**src/rtl/sfa_pkg.sv**
```systemverilog
// Shared SFA tile definitions: datapath word type and switch CONF encodings
// used by the output FIFO, sfa_outSwitch and the configuration controller.
package sfa_pkg;

  localparam int unsigned SFA_DW = 32;

  typedef logic [SFA_DW-1:0] sfa_word_t;

  localparam logic [1:0] CONF_N = 2'b00;
  localparam logic [1:0] CONF_E = 2'b01;
  localparam logic [1:0] CONF_S = 2'b10;
  localparam logic [1:0] CONF_W = 2'b11;

endpackage

```
**src/rtl/sfa_fifoMem.sv**
```systemverilog
// DEPTH x 32 storage for sfa_outfifo: one synchronous write port and one
// asynchronous read port. Contents are deliberately not reset.
module sfa_fifoMem
  import sfa_pkg::*;
#(
  parameter int unsigned DEPTH = 16,
  parameter int unsigned AW    = 4
) (
  input  logic          clk,
  input  logic          we,
  input  logic [AW-1:0] waddr,
  input  sfa_word_t     wdata,
  input  logic [AW-1:0] raddr,
  output sfa_word_t     rdata
);

  sfa_word_t mem_q [DEPTH];

  always_ff @(posedge clk) begin
    if (we) begin
      mem_q[waddr] <= wdata;
    end
  end

  assign rdata = mem_q[raddr];

endmodule

```
**src/rtl/sfa_outfifo.sv**
```systemverilog
// Elastic first-word-fall-through AXI4-Stream buffer feeding sfa_outSwitch,
// with DRAIN input gating and EMPTY/COUNT status for the config controller.
module sfa_outfifo
  import sfa_pkg::*;
#(
  parameter int unsigned DEPTH = 16,
  parameter int unsigned AW    = 4
) (
  input  logic          ACLK,
  input  logic          ARESET,
  output logic          si_tready,
  input  logic          si_tvalid,
  input  sfa_word_t     si_tdata,
  input  logic          mo_tready,
  output logic          mo_tvalid,
  output sfa_word_t     mo_tdata,
  input  logic          DRAIN,
  output logic          EMPTY,
  output logic [AW:0]   COUNT
);

  localparam logic [AW:0] CNT_FULL = (AW+1)'(DEPTH);

  logic [AW-1:0] wp_q, wp_d;
  logic [AW-1:0] rp_q, rp_d;
  logic [AW:0]   cnt_q, cnt_d;
  logic          wr_en, rd_en;
  sfa_word_t     head_data;

  // Ready depends only on registered occupancy, never on mo_tready.
  assign si_tready = !ARESET && (cnt_q != CNT_FULL) && !DRAIN;
  assign mo_tvalid = (cnt_q != '0);
  assign mo_tdata  = mo_tvalid ? head_data : '0;
  assign EMPTY     = (cnt_q == '0);
  assign COUNT     = cnt_q;

  assign wr_en = si_tvalid && si_tready;
  assign rd_en = mo_tvalid && mo_tready;

  always_comb begin
    wp_d  = wp_q;
    rp_d  = rp_q;
    cnt_d = cnt_q;
    if (wr_en) begin
      wp_d = wp_q + AW'(1);
    end
    if (rd_en) begin
      rp_d = rp_q + AW'(1);
    end
    unique case ({wr_en, rd_en})
      2'b10:   cnt_d = cnt_q + (AW+1)'(1);
      2'b01:   cnt_d = cnt_q - (AW+1)'(1);
      default: cnt_d = cnt_q;
    endcase
  end

  always_ff @(posedge ACLK) begin
    if (ARESET) begin
      wp_q  <= '0;
      rp_q  <= '0;
      cnt_q <= '0;
    end else begin
      wp_q  <= wp_d;
      rp_q  <= rp_d;
      cnt_q <= cnt_d;
    end
  end

  sfa_fifoMem #(
    .DEPTH (DEPTH),
    .AW    (AW)
  ) u_mem (
    .clk   (ACLK),
    .we    (wr_en),
    .waddr (wp_q),
    .wdata (si_tdata),
    .raddr (rp_q),
    .rdata (head_data)
  );

endmodule

```
**config.mk**
```make
export PLATFORM = sky130hd
export DESIGN_NAME = sfa_outfifo
export DESIGN_NICKNAME = d
export VERILOG_FILES = /design/src/rtl/sfa_pkg.sv /design/src/rtl/sfa_fifoMem.sv /design/src/rtl/sfa_outfifo.sv
export SDC_FILE = /design/constraint.sdc
export NUM_CORES = 1
export LEC_CHECK = 0
export CORE_MARGIN = 2
export CORE_UTILIZATION = 28
export CTS_BUF_LIST = sky130_fd_sc_hd__clkbuf_4 sky130_fd_sc_hd__clkbuf_8
export DETAILED_ROUTE_END_ITERATION = 7
export MAX_ROUTING_LAYER = met4
export SLEW_MARGIN = 40
export SYNTH_ARGS = -nofsm -noshare
export SYNTH_HDL_FRONTEND = slang
export SYNTH_SLANG_ARGS = --single-unit
```
**constraint.sdc**
```tcl
create_clock -name ACLK -period 17.35 [get_ports ACLK]
set_input_delay 3.47 -clock ACLK [delete_from_list [all_inputs] [get_ports ACLK]]
set_output_delay 3.47 -clock ACLK [all_outputs]
set_load 0.1 [all_outputs]
```
==> flow_metrics.tcl <==
set metrics [dict create \
    pwr-share-seq_pct 40.6 \
    status "complete, no violations" \
    totalWireLength_mm 45.1 \
    cts_resized 0 \
    cts_sinks 529 \
    cts_root_buf "clkbuf_8" \
    remaining_drc_errors 0 \
    clock.fmax_mhz 113 \
    cp-startpoint "ARESET" \
    swShare_pct 37.0 \
    rsz0062_at_grt "no" \
    portBuffers 76 \
    netlist_area_um2 20500 \
    p_leak_nw 7.26 \
    synthCells 915 \
    slew_headroom_pct 44.7 \
    ys.flop_type "edfxtp_1" \
    combPwrFrac_pct 31.8 \
    ff2ff_setup_slack_ns 13.87 \
    arrival_ns 5.36 \
    timing.final.crit_share_pct 50.9 \
    rr_startpoint "COUNT[1]" \
    holdBufCountCts 0 \
    drive_gt1_share_pct 33.4 \
    ys_types 49 \
    die_area_um2 75400 \
    critPathSlowestCell "clkdlybuf4s50_1" \
    clock_skew_ns 0.0228 \
    synth-edff-count 512 \
    std_cell_rows 99 \
    grt_util_all_layers_pct 12.4 \
    switching_power_w 0.00132 \
    numCtsBuffers 80 \
    min_period_ns 8.83 \
    slowest_delay_ns 0.78 \
    power_frac_clock_pct 27.5 \
    tritoncts "done" \
    crit_end "si_tready" \
    crit_buf_inv 2 \
    cts_setup_buffers 0 \
    grt-ovfl-total 0 \
    area_growth_pct 16.1 \
    setup_viol 0 \
    grt_max_degree 67 \
    dr.first_iter.drc_count 723 \
    path_depth 4 \
    io_pins 77 \
    drv_slew 0 \
    synth_nets 961 \
    cp.required_ns 13.88 \
    tns_ns 0 \
    post-place-ws_ns 8.47 \
    grt_pass1_wl_mm 66.4 \
    dp_hpwl_mm 23.5 \
    synthArstFlopShare_pct 0 \
    maxCapViolations 0 \
    h-tree-depth 3 \
    p_per_area_nw_per_um2 149 \
    syn_avg_cell_area_um2 22.4 \
    ys_seq_elements 529 \
    grt_pass1_vias 10300 \
    path_clk_slew_ns 0.06 \
    seq_area_frac_synth_pct 76.6 \
    cp_cell_sequence "clkdlybuf4s50_1 -> or2_2 -> a21oi_1 -> buf_2" \
    route.met2.wl_mm 23.3 \
    vias_per_cell 4.55 \
    endpoint_kind "output port" \
    synth_warnings 0 \
    final_cell_count_no_fill 2067 \
    gp_congestion 0.680 \
    initial_core_util_pct 28.2 \
    wl_met3_mm 2.13 \
    finalHoldViolCount 0 \
    crit_fanout 20 \
    coreArea_um2 72700 \
    dp_cells 1921 \
    crit_family "buffers and inverters" \
    cts.path.max_buffers 3 \
    dr.pass1.iters 5 \
    final_nets 1091 \
    topRoutingLayerUsed "met4" \
    total_power_w 0.00356 \
    worstSetupPathType "input port to output port" \
    vdd_drop_max_v 0.0000829 \
    insertion_delay_ns 0.62 \
    setup_ws_ns 8.52 \
    fill_cells 6818 \
    hold_path.class "flop to flop" \
    route.vias.total 9409 \
    drt-met1-wl_mm 19.0 \
    drtAntennaViolNets 0 \
    routedWlPerCell_um 21.8 \
    p_int_w 0.00224 \
    die_h_um 275 \
    cp-start-kind "input port" \
    reg2regPathDepth 9 \
    tightest_slew_ns 0.830 \
    die_w_um 275 \
    reg2reg_to "COUNT[4]" \
    antenna_found_initial 3 \
]
-- power groups by stage --
stage / combinational [W] / sequential, W / clock [W]
final: 0.00113 / 0.00145 / 0.000980
after global routing: 0.00119 / 0.00145 / 0.00106
after CTS: 0.00114 / 0.00146 / 0.00101
after detailed placement: 0.00114 / 0.00148 / 0
after global placement: 0.00120 / 0.00148 / 0
after floorplan: 0.000907 / 0.00149 / 0
-- cells by family (layout without fill, tap and decap cells) --
family / Yosys count / count (layout) / share of synthesized area (%)
flip-flops: 529 / 529 / 76.6
adder cells (fa/ha/maj): 9 / 9 / 0.549
multiplexers: 163 / 163 / 16.0
AND/OR/NAND/NOR: 97 / 97 / 2.76
AO/OA/AOI/OAI: 49 / 49 / 2.15
other: 0 / 2 / 0
buffers and inverters: 60 / 251 / 1.64
XOR/XNOR: 8 / 8 / 0.342
-- state kept, by name, indices dropped and copies added, names as in the netlist, named ones only --
register,cells
u_mem.mem_q,512
COUNT,5
rp_q,4
wp_q,4
-- worst min path at each step --
| stage | startpoint | end | slack (ns) | depth (start not counted) |
|---|---|---|---|---|
| global placement | rp_q[3] | flop | 0.51 | 2 |
| floorplan | rp_q[3] | flop | 0.48 | 2 |
| detailed placement | rp_q[3] | flop | 0.52 | 2 |
| CTS | rp_q[3] | rp_q[3] | 0.54 | 2 |
| global route | rp_q[3] | rp_q[3] | 0.59 | 2 |
| finish | rp_q[3] | flop | 0.54 | 2 |
-- area by class of cell --
type	instances	area (um^2)	area share (%)
Sequential cell	529	15700	66.0
Multi-Input combinational cell	326	4570	19.2
Clock buffer	107	1320	5.52
Tap cell	959	1200	5.04
Timing Repair Buffer	100	768	3.22
Clock inverter	36	209	0.877
Inverter	8	30.0	0.126
Antenna cell	2	5.00	0.0210
-- routing by layer --
layer | global-route usage (%) | vias up
li1 | - | 4136
met1 | 14.8 | 5019
met2 | 21.2 | 193
met3 | 2.64 | 61
met4 | 3.29 | 0
met5 | - | -
-- cells in the final DEF, fill, tap and decap left out, types with 2 or more instances in the layout --
cell type        count
clkdlybuf4s50_1     36
o21ai_0              4
a221oi_1             2
a21oi_1              3
nor3b_1              2
nor3_4               3
inv_1                8
nor3_1               2
xor2_1               5
nand3_1              7
mux2_2              32
o211ai_1             2
mux4_2             128
clkinv_2             7
and2_2               3
nand2_1              8
dfxtp_1             14
ha_1                 9
nor2b_1             31
clkbuf_4            25
diode_2              2
xnor2_1              3
nor2_4               6
and2b_1              2
a221o_1             32
clkinvlp_4           2
and3_2               3
bufinv_16            2
clkinv_1            24
buf_4               19
edfxtp_1           512
buf_2               40
mux2i_1              3
nor2_1              13
buf_6                4
clkbuf_8            82
dfxtp_4              3
-- synthesized netlist by cell type, drive strengths merged (4+ instances only) --
library cell | count | area, um^2
nor2 | 19 | 81.3
ha | 9 | 113
edfxtp | 512 | 15400
a221o | 32 | 320
nand2 | 8 | 30.0
buf | 40 | 262
xor2 | 5 | 43.8
o21ai | 4 | 20.0
nor2b | 31 | 194
nor3 | 6 | 30.0
mux2 | 32 | 360
and3 | 5 | 31.3
clkbuf | 12 | 45.0
dfxtp | 17 | 340
mux4 | 128 | 2880
nand3 | 7 | 35.0
inv | 8 | 30.0
-- worst reg2reg max path, stage by stage (launching register included) --
cell      delay (ns)
dfxtp_1         0.40
nor4_1          0.56
a211o_2         0.61
ha_1            0.46
xor2_1          0.18
ha_1            0.18
a21oi_1         0.07
a221oi_1        0.41
or4b_1          0.47
nand3_1         0.09
-- through the flow --
step	cell area (um^2)	hold slack [ns]	util [%]
6_report	23800	0.543	32.8
5_1_grt	23800	0.590	32.8
4_1_cts	23800	0.541	32.7
3_5_place_dp	22300	0.520	30.6
3_3_place_gp	22400	0.506	30.9
2_1_floorplan	20500	0.485	-
Power figures use the tool's default switching activity.
